===== src/rtl/if_pkg.sv =====
// Shared constants, enums and payload types for the instruction-fetch stage.
package if_pkg;

    localparam int unsigned PC_W    = 12;
    localparam int unsigned INSTR_W = 19;
    localparam int unsigned CNT_W   = 16;

    localparam logic [INSTR_W-1:0] NOP_INSTR = 19'h0;

    typedef enum logic [2:0] {
        PCSRC_SEQ = 3'd0,
        PCSRC_BR  = 3'd1,
        PCSRC_JMP = 3'd2,
        PCSRC_RET = 3'd3
    } pcsrc_e;

    typedef enum logic [1:0] {
        REQ   = 2'd0,
        DRAIN = 2'd1,
        HOLD  = 2'd2
    } fetch_state_e;

    // One fetched instruction together with the PC+1 that travels with it.
    typedef struct packed {
        logic [INSTR_W-1:0] instr;
        logic [PC_W-1:0]    pc1;
    } fetch_word_t;

endpackage


===== src/rtl/if_next_pc.sv =====
// Redirect target mux and +1 incrementer for the fetch stage.
module if_next_pc
    import if_pkg::*;
(
    input  logic [2:0]      pc_src,
    input  logic [PC_W-1:0] id_new_addr,
    input  logic [PC_W-1:0] jmp_addr,
    input  logic [PC_W-1:0] popped_addr,
    input  logic [PC_W-1:0] base,
    output logic            redirect_src,
    output logic [PC_W-1:0] target,
    output logic [PC_W-1:0] base_plus1
);

    // Select the redirect target; codes 4..7 fall back to sequential.
    always_comb begin
        redirect_src = 1'b0;
        target       = base_plus1;
        case (pc_src)
            PCSRC_BR:  begin redirect_src = 1'b1; target = id_new_addr; end
            PCSRC_JMP: begin redirect_src = 1'b1; target = jmp_addr;    end
            PCSRC_RET: begin redirect_src = 1'b1; target = popped_addr; end
            default:   begin redirect_src = 1'b0; target = base_plus1;  end
        endcase
    end

    // Modulo-2^PC_W increment.
    assign base_plus1 = base + PC_W'(1);

endmodule


===== src/rtl/if_fetch.sv =====
// Instruction-fetch stage: owns the PC, runs the imem req/ack handshake and
// drives the IF/ID pipeline register. Optional perf counters: IF_PERF_CNT_EN.
module if_fetch
    import if_pkg::*;
#(
    parameter logic [PC_W-1:0] RESET_PC = 12'h000
) (
    input  logic               clk,
    input  logic               rst,
    input  logic               IF_ID_Wr,
    input  logic               ldPC,
    input  logic [2:0]         PCSrc,
    input  logic [PC_W-1:0]    IDNewAddr,
    input  logic [PC_W-1:0]    jmpAddr,
    input  logic [PC_W-1:0]    poppedAddr,
    input  logic               imem_ack,
    input  logic [INSTR_W-1:0] imem_rdata,
    output logic               imem_req,
    output logic [PC_W-1:0]    imem_addr,
    output logic [INSTR_W-1:0] instructionOut,
    output logic [PC_W-1:0]    PCPlus1Out,
    output logic               ifIdValid
`ifdef IF_PERF_CNT_EN
    ,
    output logic [CNT_W-1:0]   fetchCount,
    output logic [CNT_W-1:0]   stallCount
`endif
);

    fetch_state_e       state, state_n;
    logic [PC_W-1:0]    pc, pc_n;
    logic [PC_W-1:0]    req_addr, req_addr_n;
    fetch_word_t        skid, skid_n;
    fetch_word_t        new_word;
    logic               has_new;
    logic [INSTR_W-1:0] instr_n;
    logic [PC_W-1:0]    pc1_n;
    logic               valid_n;
    logic               redirect_src;
    logic               redirect;
    logic [PC_W-1:0]    target;
    logic [PC_W-1:0]    req_plus1;

    if_next_pc u_next_pc (
        .pc_src       (PCSrc),
        .id_new_addr  (IDNewAddr),
        .jmp_addr     (jmpAddr),
        .popped_addr  (poppedAddr),
        .base         (req_addr),
        .redirect_src (redirect_src),
        .target       (target),
        .base_plus1   (req_plus1)
    );

    assign redirect  = ldPC & redirect_src;
    assign imem_req  = ((state == REQ) || (state == DRAIN)) & ~rst;
    assign imem_addr = req_addr;

    // State register, PC, skid buffer and IF/ID register.
    always_ff @(posedge clk) begin
        if (rst) begin
            state          <= REQ;
            pc             <= RESET_PC;
            req_addr       <= RESET_PC;
            skid           <= '0;
            instructionOut <= NOP_INSTR;
            PCPlus1Out     <= '0;
            ifIdValid      <= 1'b0;
        end else begin
            state          <= state_n;
            pc             <= pc_n;
            req_addr       <= req_addr_n;
            skid           <= skid_n;
            instructionOut <= instr_n;
            PCPlus1Out     <= pc1_n;
            ifIdValid      <= valid_n;
        end
    end

    // Next-state, PC update and IF/ID selection.
    always_comb begin
        state_n    = state;
        pc_n       = pc;
        req_addr_n = req_addr;
        skid_n     = skid;
        has_new    = 1'b0;
        new_word   = '0;
        instr_n    = instructionOut;
        pc1_n      = PCPlus1Out;
        valid_n    = ifIdValid;

        case (state)
            REQ: begin
                if (imem_ack) begin
                    if (redirect) begin
                        pc_n       = target;
                        req_addr_n = target;
                    end else if (IF_ID_Wr) begin
                        has_new    = 1'b1;
                        new_word   = '{instr: imem_rdata, pc1: req_plus1};
                        pc_n       = req_plus1;
                        req_addr_n = req_plus1;
                    end else begin
                        skid_n  = '{instr: imem_rdata, pc1: req_plus1};
                        pc_n    = req_plus1;
                        state_n = HOLD;
                    end
                end else if (redirect) begin
                    pc_n    = target;
                    state_n = DRAIN;
                end
            end
            DRAIN: begin
                // Old request still in flight; its data is dropped on ack.
                if (redirect) pc_n = target;
                if (imem_ack) begin
                    req_addr_n = pc_n;
                    state_n    = REQ;
                end
            end
            HOLD: begin
                if (redirect) begin
                    pc_n       = target;
                    req_addr_n = target;
                    state_n    = REQ;
                end else if (IF_ID_Wr) begin
                    has_new    = 1'b1;
                    new_word   = skid;
                    req_addr_n = pc;
                    state_n    = REQ;
                end
            end
            default: state_n = REQ;
        endcase

        // IF/ID: redirect bubble > stall hold > new instruction > bubble.
        if (redirect || (IF_ID_Wr && !has_new)) begin
            instr_n = NOP_INSTR;
            pc1_n   = PCPlus1Out;
            valid_n = 1'b0;
        end else if (IF_ID_Wr) begin
            instr_n = new_word.instr;
            pc1_n   = new_word.pc1;
            valid_n = 1'b1;
        end
    end

`ifdef IF_PERF_CNT_EN
    logic fetch_wr;
    assign fetch_wr = ~redirect & IF_ID_Wr & has_new;

    // Saturating counters of delivered instructions and stalled valid cycles.
    always_ff @(posedge clk) begin
        if (rst) begin
            fetchCount <= '0;
            stallCount <= '0;
        end else begin
            if (fetch_wr && (fetchCount != 16'hFFFF))
                fetchCount <= fetchCount + CNT_W'(1);
            if (!IF_ID_Wr && ifIdValid && (stallCount != 16'hFFFF))
                stallCount <= stallCount + CNT_W'(1);
        end
    end
`endif

endmodule

===== config.mk =====
export PLATFORM = sky130hd
export DESIGN_NAME = if_fetch
export DESIGN_NICKNAME = d
export VERILOG_FILES = /design/src/rtl/if_pkg.sv /design/src/rtl/if_next_pc.sv /design/src/rtl/if_fetch.sv
export SDC_FILE = /design/constraint.sdc
export NUM_CORES = 1
export LEC_CHECK = 0
export BUFFER_PORTS_ARGS = -buffer_cell sky130_fd_sc_hd__buf_2
export CAP_MARGIN = 30
export CELL_PAD_IN_SITES_DETAIL_PLACEMENT = 0
export CELL_PAD_IN_SITES_GLOBAL_PLACEMENT = 2
export CORE_UTILIZATION = 31
export CTS_CLUSTER_SIZE = 16
export DETAILED_ROUTE_END_ITERATION = 12
export PLACE_DENSITY_LB_ADDON = 0.1
export SLEW_MARGIN = 30
export SYNTH_ARGS = -nofsm -noshare
export SYNTH_HDL_FRONTEND = slang
export SYNTH_HIERARCHICAL = 1
export SYNTH_SLANG_ARGS = --single-unit

===== constraint.sdc =====
create_clock -name clk -period 2.12 [get_ports clk]
set_input_delay 0.424 -clock clk [delete_from_list [all_inputs] [get_ports clk]]
set_output_delay 0.424 -clock clk [all_outputs]
set_load 0.02 [all_outputs]

== Word-level counts from Yosys, hierarchy flattened ==
Index checks and enable logic that the tools add are counted.

* Add/subtract/negate cells: 1
* Multiply operators: 0
* Div/mod/pow operators: 0
* Order comparisons: 0
* Equality and inequality tests: 12
* Shifts and indexed selects: 0
* Mux-type cells: 29
* Bitwise gates (word level): 6
* Reduce and logical (&&, ||, !) cells: 14

{| class="wikitable"
|+ Operators by type and width
! operator !! number
|-
| $mux 12 || 9
|-
| $mux 31 || 3
|-
| $pmux 12 s3 || 2
|-
| $pmux 31 s2 || 1
|-
| $pmux 12 s2 || 1
|-
| $ne 3x3->1 const B || 5
|-
| $mux 2 || 7
|-
| $add 12x1->12 const B || 1
|-
| $reduce_and 5->1 || 2
|-
| $eq 3x2->1 const B || 2
|-
| $pmux 2 s3 || 1
|-
| $mux 1 || 4
|-
| $ne 2x2->1 const B || 2
|-
| $not 1->1 || 4
|-
| $reduce_and 4->1 || 1
|-
| $reduce_or 2->1 || 2
|-
| $eq 3x1->1 const B || 1
|-
| $reduce_bool 3->1 || 1
|-
| $reduce_or 3->1 || 1
|-
| $and 1x1->1 || 2
|-
| $eq 2x1->1 const B || 1
|-
| $eq 2x2->1 const B || 1
|-
| $logic_not 2->1 || 1
|-
| $logic_or 1x1->1 || 2
|-
| 5 further kinds || 5
|}

* Bits in registers: 89
* Bits in latches: 0
* Memory bits (writable): 0
* ROM bits: 0
* Input bits: 63
* Output and inout port bits: 45
* Memories kept: 0

== Depth between registers and ports, before layout ==
* Word-level depth: 12
* Depth in mapped cells: 10
* Mapped depth without buffers: 8

== Modules after synthesis ==
The synthesis kept the hierarchy.

{| class="wikitable"
|+ Modules (own cells, without submodules)
! module !! instances !! cells each !! area each (µm²) !! sequential area each (µm²)
|-
| if_fetch || 1 || 468 || 3962.6 || 1781.7
|-
| if_next_pc || 1 || 95 || 660.6 || 0.0
|}

== Worst setup path after synthesis ==
Ideal clock, no wire load.

* Path type: input-to-reg
* Start: input port PCSrc[1]
* End: register req_addr[3] (netlist: imem_addr[3])
* Library setup time: 0.132 ns
* Arrival: 1.806 ns
* Data required time: 1.988 ns
* Setup slack: 0.182 ns
* Stages on the path: 10
* Path through: buf_6 nor2_2 or2_4 clkinv_1 nand2_1 buf_2 buf_1 nand2_1 o2111ai_1 a21oi_1

* Word-level cells in the longest chain between the ends: 7
* Elaborated cells between the ends (all ways): 16

{| class="wikitable"
|+ Ends and longest elaborated chain
! item !! RTL line !! source
|-
| from (decl) || if_fetch.sv:12 || <nowiki>input logic [2:0] PCSrc,</nowiki>
|-
| $eq 3x1->1 or $eq 3x2->1 (tied branches) || if_next_pc.sv:19 || <nowiki>case (pc_src)</nowiki>
|-
| $reduce_or 3->1 (no line) * || - ||
|-
| $mux 1 * || if_next_pc.sv:19 ||
|-
| named net redirect_src || if_fetch.sv:39 || <nowiki>logic redirect_src;</nowiki>
|-
| $and 1x1->1 * || if_fetch.sv:55 || <nowiki>assign redirect = ldPC & redirect_src;</nowiki>
|-
| $mux 12 (on tied branches) || - ||
|-
| $mux 12 (on tied branches) || if_fetch.sv:116, if_fetch.sv:94 ||
|-
| $pmux 12 s3 || if_fetch.sv:92 || <nowiki>case (state)</nowiki>
|-
| to (signal assigned) || if_fetch.sv:72 || <nowiki>req_addr <= req_addr_n;</nowiki>
|-
| to (decl) || if_fetch.sv:32 || <nowiki>logic [PC_W-1:0] req_addr, req_addr_n;</nowiki>
|}

The timed path passes the listed nets; every way through them passes the cells marked *. The select of a mux whose other input is x is not followed.
A chain may end at the register's enable or synchronous reset.

== Final worst setup path ==
* Start: register req_addr[0] (netlist: imem_addr[0])
* End: register req_addr[8] (netlist: imem_addr[8])

* Word-level cells in the longest chain between the ends: 5
* Elaborated cells between the ends (all ways): 9

{| class="wikitable"
|+ Ends and longest elaborated chain
! item !! RTL line !! source
|-
| $add 12x1->12 * || if_next_pc.sv:28 || <nowiki>assign base_plus1 = base + PC_W'(1);</nowiki>
|-
| named net req_plus1[8] || if_fetch.sv:42 || <nowiki>logic [PC_W-1:0] req_plus1;</nowiki>
|-
| $pmux 12 s3 * || if_next_pc.sv:19 ||
|-
| named net target[8] || if_fetch.sv:41 || <nowiki>logic [PC_W-1:0] target;</nowiki>
|-
| $mux 12 (on tied branches) || - ||
|-
| $mux 12 (on tied branches) || if_fetch.sv:116, if_fetch.sv:94 ||
|-
| $pmux 12 s3 * || if_fetch.sv:92 ||
|}

Marked as above.

==> flow_metrics.tcl <==
set metrics [dict create \
    run_status "completed" \
    core_area_um2 14500 \
    postSynthAreaPerCell_um2 8.21 \
    dp_hpwl_um 10100 \
    initial_utilization 0.318 \
    final.fill_count 1529 \
    ant_nets 0 \
    syn-cell-area_um2 4620 \
    clock_sink_count 89 \
    synth_compound_gate_area_share 0.284 \
    worst_setup_hold_path_clk_slew_ps 70 \
    sequential_area_share_after_synthesis 0.385 \
    report.final.setup_viol 0 \
    die_x_um 124 \
    async_flop_share 0 \
    yosysUniqueCellTypes 49 \
    cell_internal_power_dissipation_mw 3.10 \
    first_global_vias 4222 \
    hold_buffers 0 \
    drt_total_wl_um 14400 \
    netSwitchingPower_mw 1.31 \
    area_share_of_the_largest_cell_type_after_synthesis 0.385 \
    p_sw_frac 0.297 \
    clk_latency_ps 350 \
    relative_contribution_of_the_clock_network_to_total_power 0.382 \
    min_tclk_post_route_ps 1980 \
    reg2reg_setup_slack_ps 140 \
    fp-row-count 44 \
    timing.final.crit_share 0.933 \
    netlist_instances 563 \
    finalHoldViolCount 0 \
    dp.cells 852 \
    worstSetupEndpointType "register" \
    path_max_fanout 5 \
    layout-drive-gt1-share 0.270 \
    dr.pass1.iters 4 \
    antenna_cells 0 \
    worst_hold_path_type "in -> reg" \
    worst_slew_pin_slew_ps 630 \
    synth_edf_count 0 \
    maxSlewViolCount 0 \
    grt_start_max_net_pins 44 \
    cts_root_buffer "sky130_fd_sc_hd__clkbuf_16" \
    ys_top_cells_by_area "sky130_fd_sc_hd__dfxtp_1 39%, sky130_fd_sc_hd__nand2_1 10%, sky130_fd_sc_hd__a21oi_1 8.0%" \
    post_synthesis_share_of_cell_area_spent_on_and_or_nand_and_nor_gates 0.177 \
    library_cell_occupying_the_most_area_in_the_post_synthesis_netlist "sky130_fd_sc_hd__dfxtp_1" \
    ys_ff_latch 89 \
    yosysMostFrequentCell "sky130_fd_sc_hd__nand2_1" \
    ios 108 \
    grt.overflow.total 0 \
    area_growth_from_synthesis_to_layout_pct 26.7 \
    dieArea_um2 15400 \
    power_frac_comb 0.212 \
    initial_antenna_violation_count 0 \
    synth_nets 632 \
    critPathKind "reg -> reg" \
    power.sequential.fraction 0.406 \
    postPlaceCellArea_um2 5530 \
    final.setup_skew_ps 7.86 \
    final_area_um2 5860 \
    timing.critical_path.from_type "register" \
    worstPathArrival_ps 2200 \
    fin_hold_ws_ps 319 \
    dieHeight_um 124 \
    total_leakage_power_nw 2.42 \
    max_freq_mhz 506 \
    cts_inserted_buffers 9 \
    dr.first_iter.drc_count 278 \
    via_count 4500 \
    cts_buffer_depth 2 \
    io_buffers 107 \
    via_density 5.18 \
    cellPowerDensity_nw_per_um2 752 \
    cp_slowest_cell "sky130_fd_sc_hd__dfxtp_1" \
    post_cts_buffers 0 \
    cells_along_the_critical_path "ha_1 -> and4_2 -> nand4_1 -> xnor2_1 -> buf_4 -> o21a_1 -> o2111ai_1 -> a21oi_1" \
    cts.htree.levels 3 \
    synth_common_cells "124 x sky130_fd_sc_hd__nand2_1, 89 x sky130_fd_sc_hd__dfxtp_1, 74 x sky130_fd_sc_hd__a21oi_1" \
    synth_top_family_by_area "compound AO/OA/AOI/OAI gates" \
    layout.nets 748 \
    cpPeakStageDelay_ps 340 \
    cap_viol_max_count 0 \
    clock_tree_from_tritoncts "built" \
    synth_adder_area_share 0.0162 \
    ir_drop_mv 0.446 \
    critical_path_rt_ps 2350 \
    finish.cell_count_without_fillers 868 \
    routabilityCongestion 0.795 \
    synth_xor_area_frac 0.0189 \
    grt_pass1_wl_um 22700 \
    drc 0 \
    post_cts_resize_count 0 \
    synth.mux.area_fraction 0.0552 \
    synth_ff_type "sky130_fd_sc_hd__dfxtp_1" \
    relSlewSlack 0.578 \
    routedWlPerCell_um 16.6 \
    grt_util_all_layers 0.196 \
    p_total_mw 4.41 \
    ys_warn_count 6 \
]
-- metrics by stage --
| stage | worst slack, ps | utilization | setup TNS [ps] |
|---|---|---|---|
| after floorplan | 182 | - | 0 |
| after CTS | 46.7 | 0.402 | 0 |
| final | 143 | 0.403 | 0 |
| after global routing | -3.35 | 0.403 | -3.35 |
| after global placement | 127 | 0.380 | 0 |
| after detailed placement | 62.9 | 0.380 | 0 |
-- power by group through the flow --
stage               combinational [mW]  sequential (mW)  clock (mW)
finish                           0.935             1.79        1.68
global route                      1.03             1.80        1.80
CTS                              0.935             1.79        1.73
detailed placement               0.932             1.83           0
global placement                 0.928             1.82           0
floorplan                        0.528             1.86           0
-- routing by layer --
| layer | GRT usage | routed length [um] |
|---|---|---|
| met5 | 0 | 0 |
| met4 | 0.0655 | 260 |
| met3 | 0.0417 | 828 |
| met2 | 0.304 | 6370 |
| met1 | 0.269 | 6950 |
-- cell usage in the layout (no fill, tap or decap), types with 5 or more instances in the layout --
| cell | instances |
|---|---|
| sky130_fd_sc_hd__nand3_1 | 6 |
| sky130_fd_sc_hd__buf_4 | 43 |
| sky130_fd_sc_hd__ha_1 | 6 |
| sky130_fd_sc_hd__nand2_1 | 124 |
| sky130_fd_sc_hd__a21oi_1 | 74 |
| sky130_fd_sc_hd__xnor2_1 | 9 |
| sky130_fd_sc_hd__mux2i_1 | 21 |
| sky130_fd_sc_hd__o2111ai_1 | 13 |
| sky130_fd_sc_hd__dfxtp_1 | 89 |
| sky130_fd_sc_hd__o2bb2ai_1 | 21 |
| sky130_fd_sc_hd__buf_2 | 107 |
| sky130_fd_sc_hd__nor2_1 | 12 |
| sky130_fd_sc_hd__o21ai_0 | 12 |
| sky130_fd_sc_hd__a22o_1 | 13 |
| sky130_fd_sc_hd__clkbuf_16 | 9 |
| sky130_fd_sc_hd__and2_1 | 21 |
| sky130_fd_sc_hd__inv_1 | 5 |
| sky130_fd_sc_hd__a22oi_1 | 35 |
-- path summary, 6_finish.rpt --
check | startpoint | end | depth (start not counted)
setup / recovery | imem_addr[0] | imem_addr[8] | 8
setup reg to reg | imem_addr[0] | imem_addr[8] | 8
hold reg to reg | PCPlus1Out[1] | PCPlus1Out[1] | 2
hold / removal | imem_rdata[17] | skid[29] | 3
-- sequential cells by signal, summed over array words and instances, names as in the netlist --
register        cells
imem_addr          12
state               2
ifIdValid           1
PCPlus1Out         12
pc                 12
skid               31
instructionOut     19
-- critical path, delay by kind of cell, from the launching register on --
family                   cells  cell delay (ps)
AO/OA/AOI/OAI                3              510
AND/OR/NAND/NOR              2              460
flip-flops                   1              340
adder cells (fa/ha/maj)      1              240
buffers and inverters        1              160
XOR/XNOR                     1              140
-- final cells by class --
cell class	count	area (um^2)	area share
clock buffer	11	253	0.0431
clock inverter	5	61.3	0.0105
inverter	7	26.3	0.00448
multi-input combinational	418	2570	0.438
sequential	89	1780	0.304
tap	184	230	0.0393
timing repair buffer	154	938	0.160
-- cells by family after synthesis --
logic type / Yosys count
AO/OA/AOI/OAI: 193
AND/OR/NAND/NOR: 184
flip-flops: 89
buffers and inverters: 56
multiplexers: 25
XOR/XNOR: 10
adder cells (fa/ha/maj): 6
(Power assumes the default switching activity.)
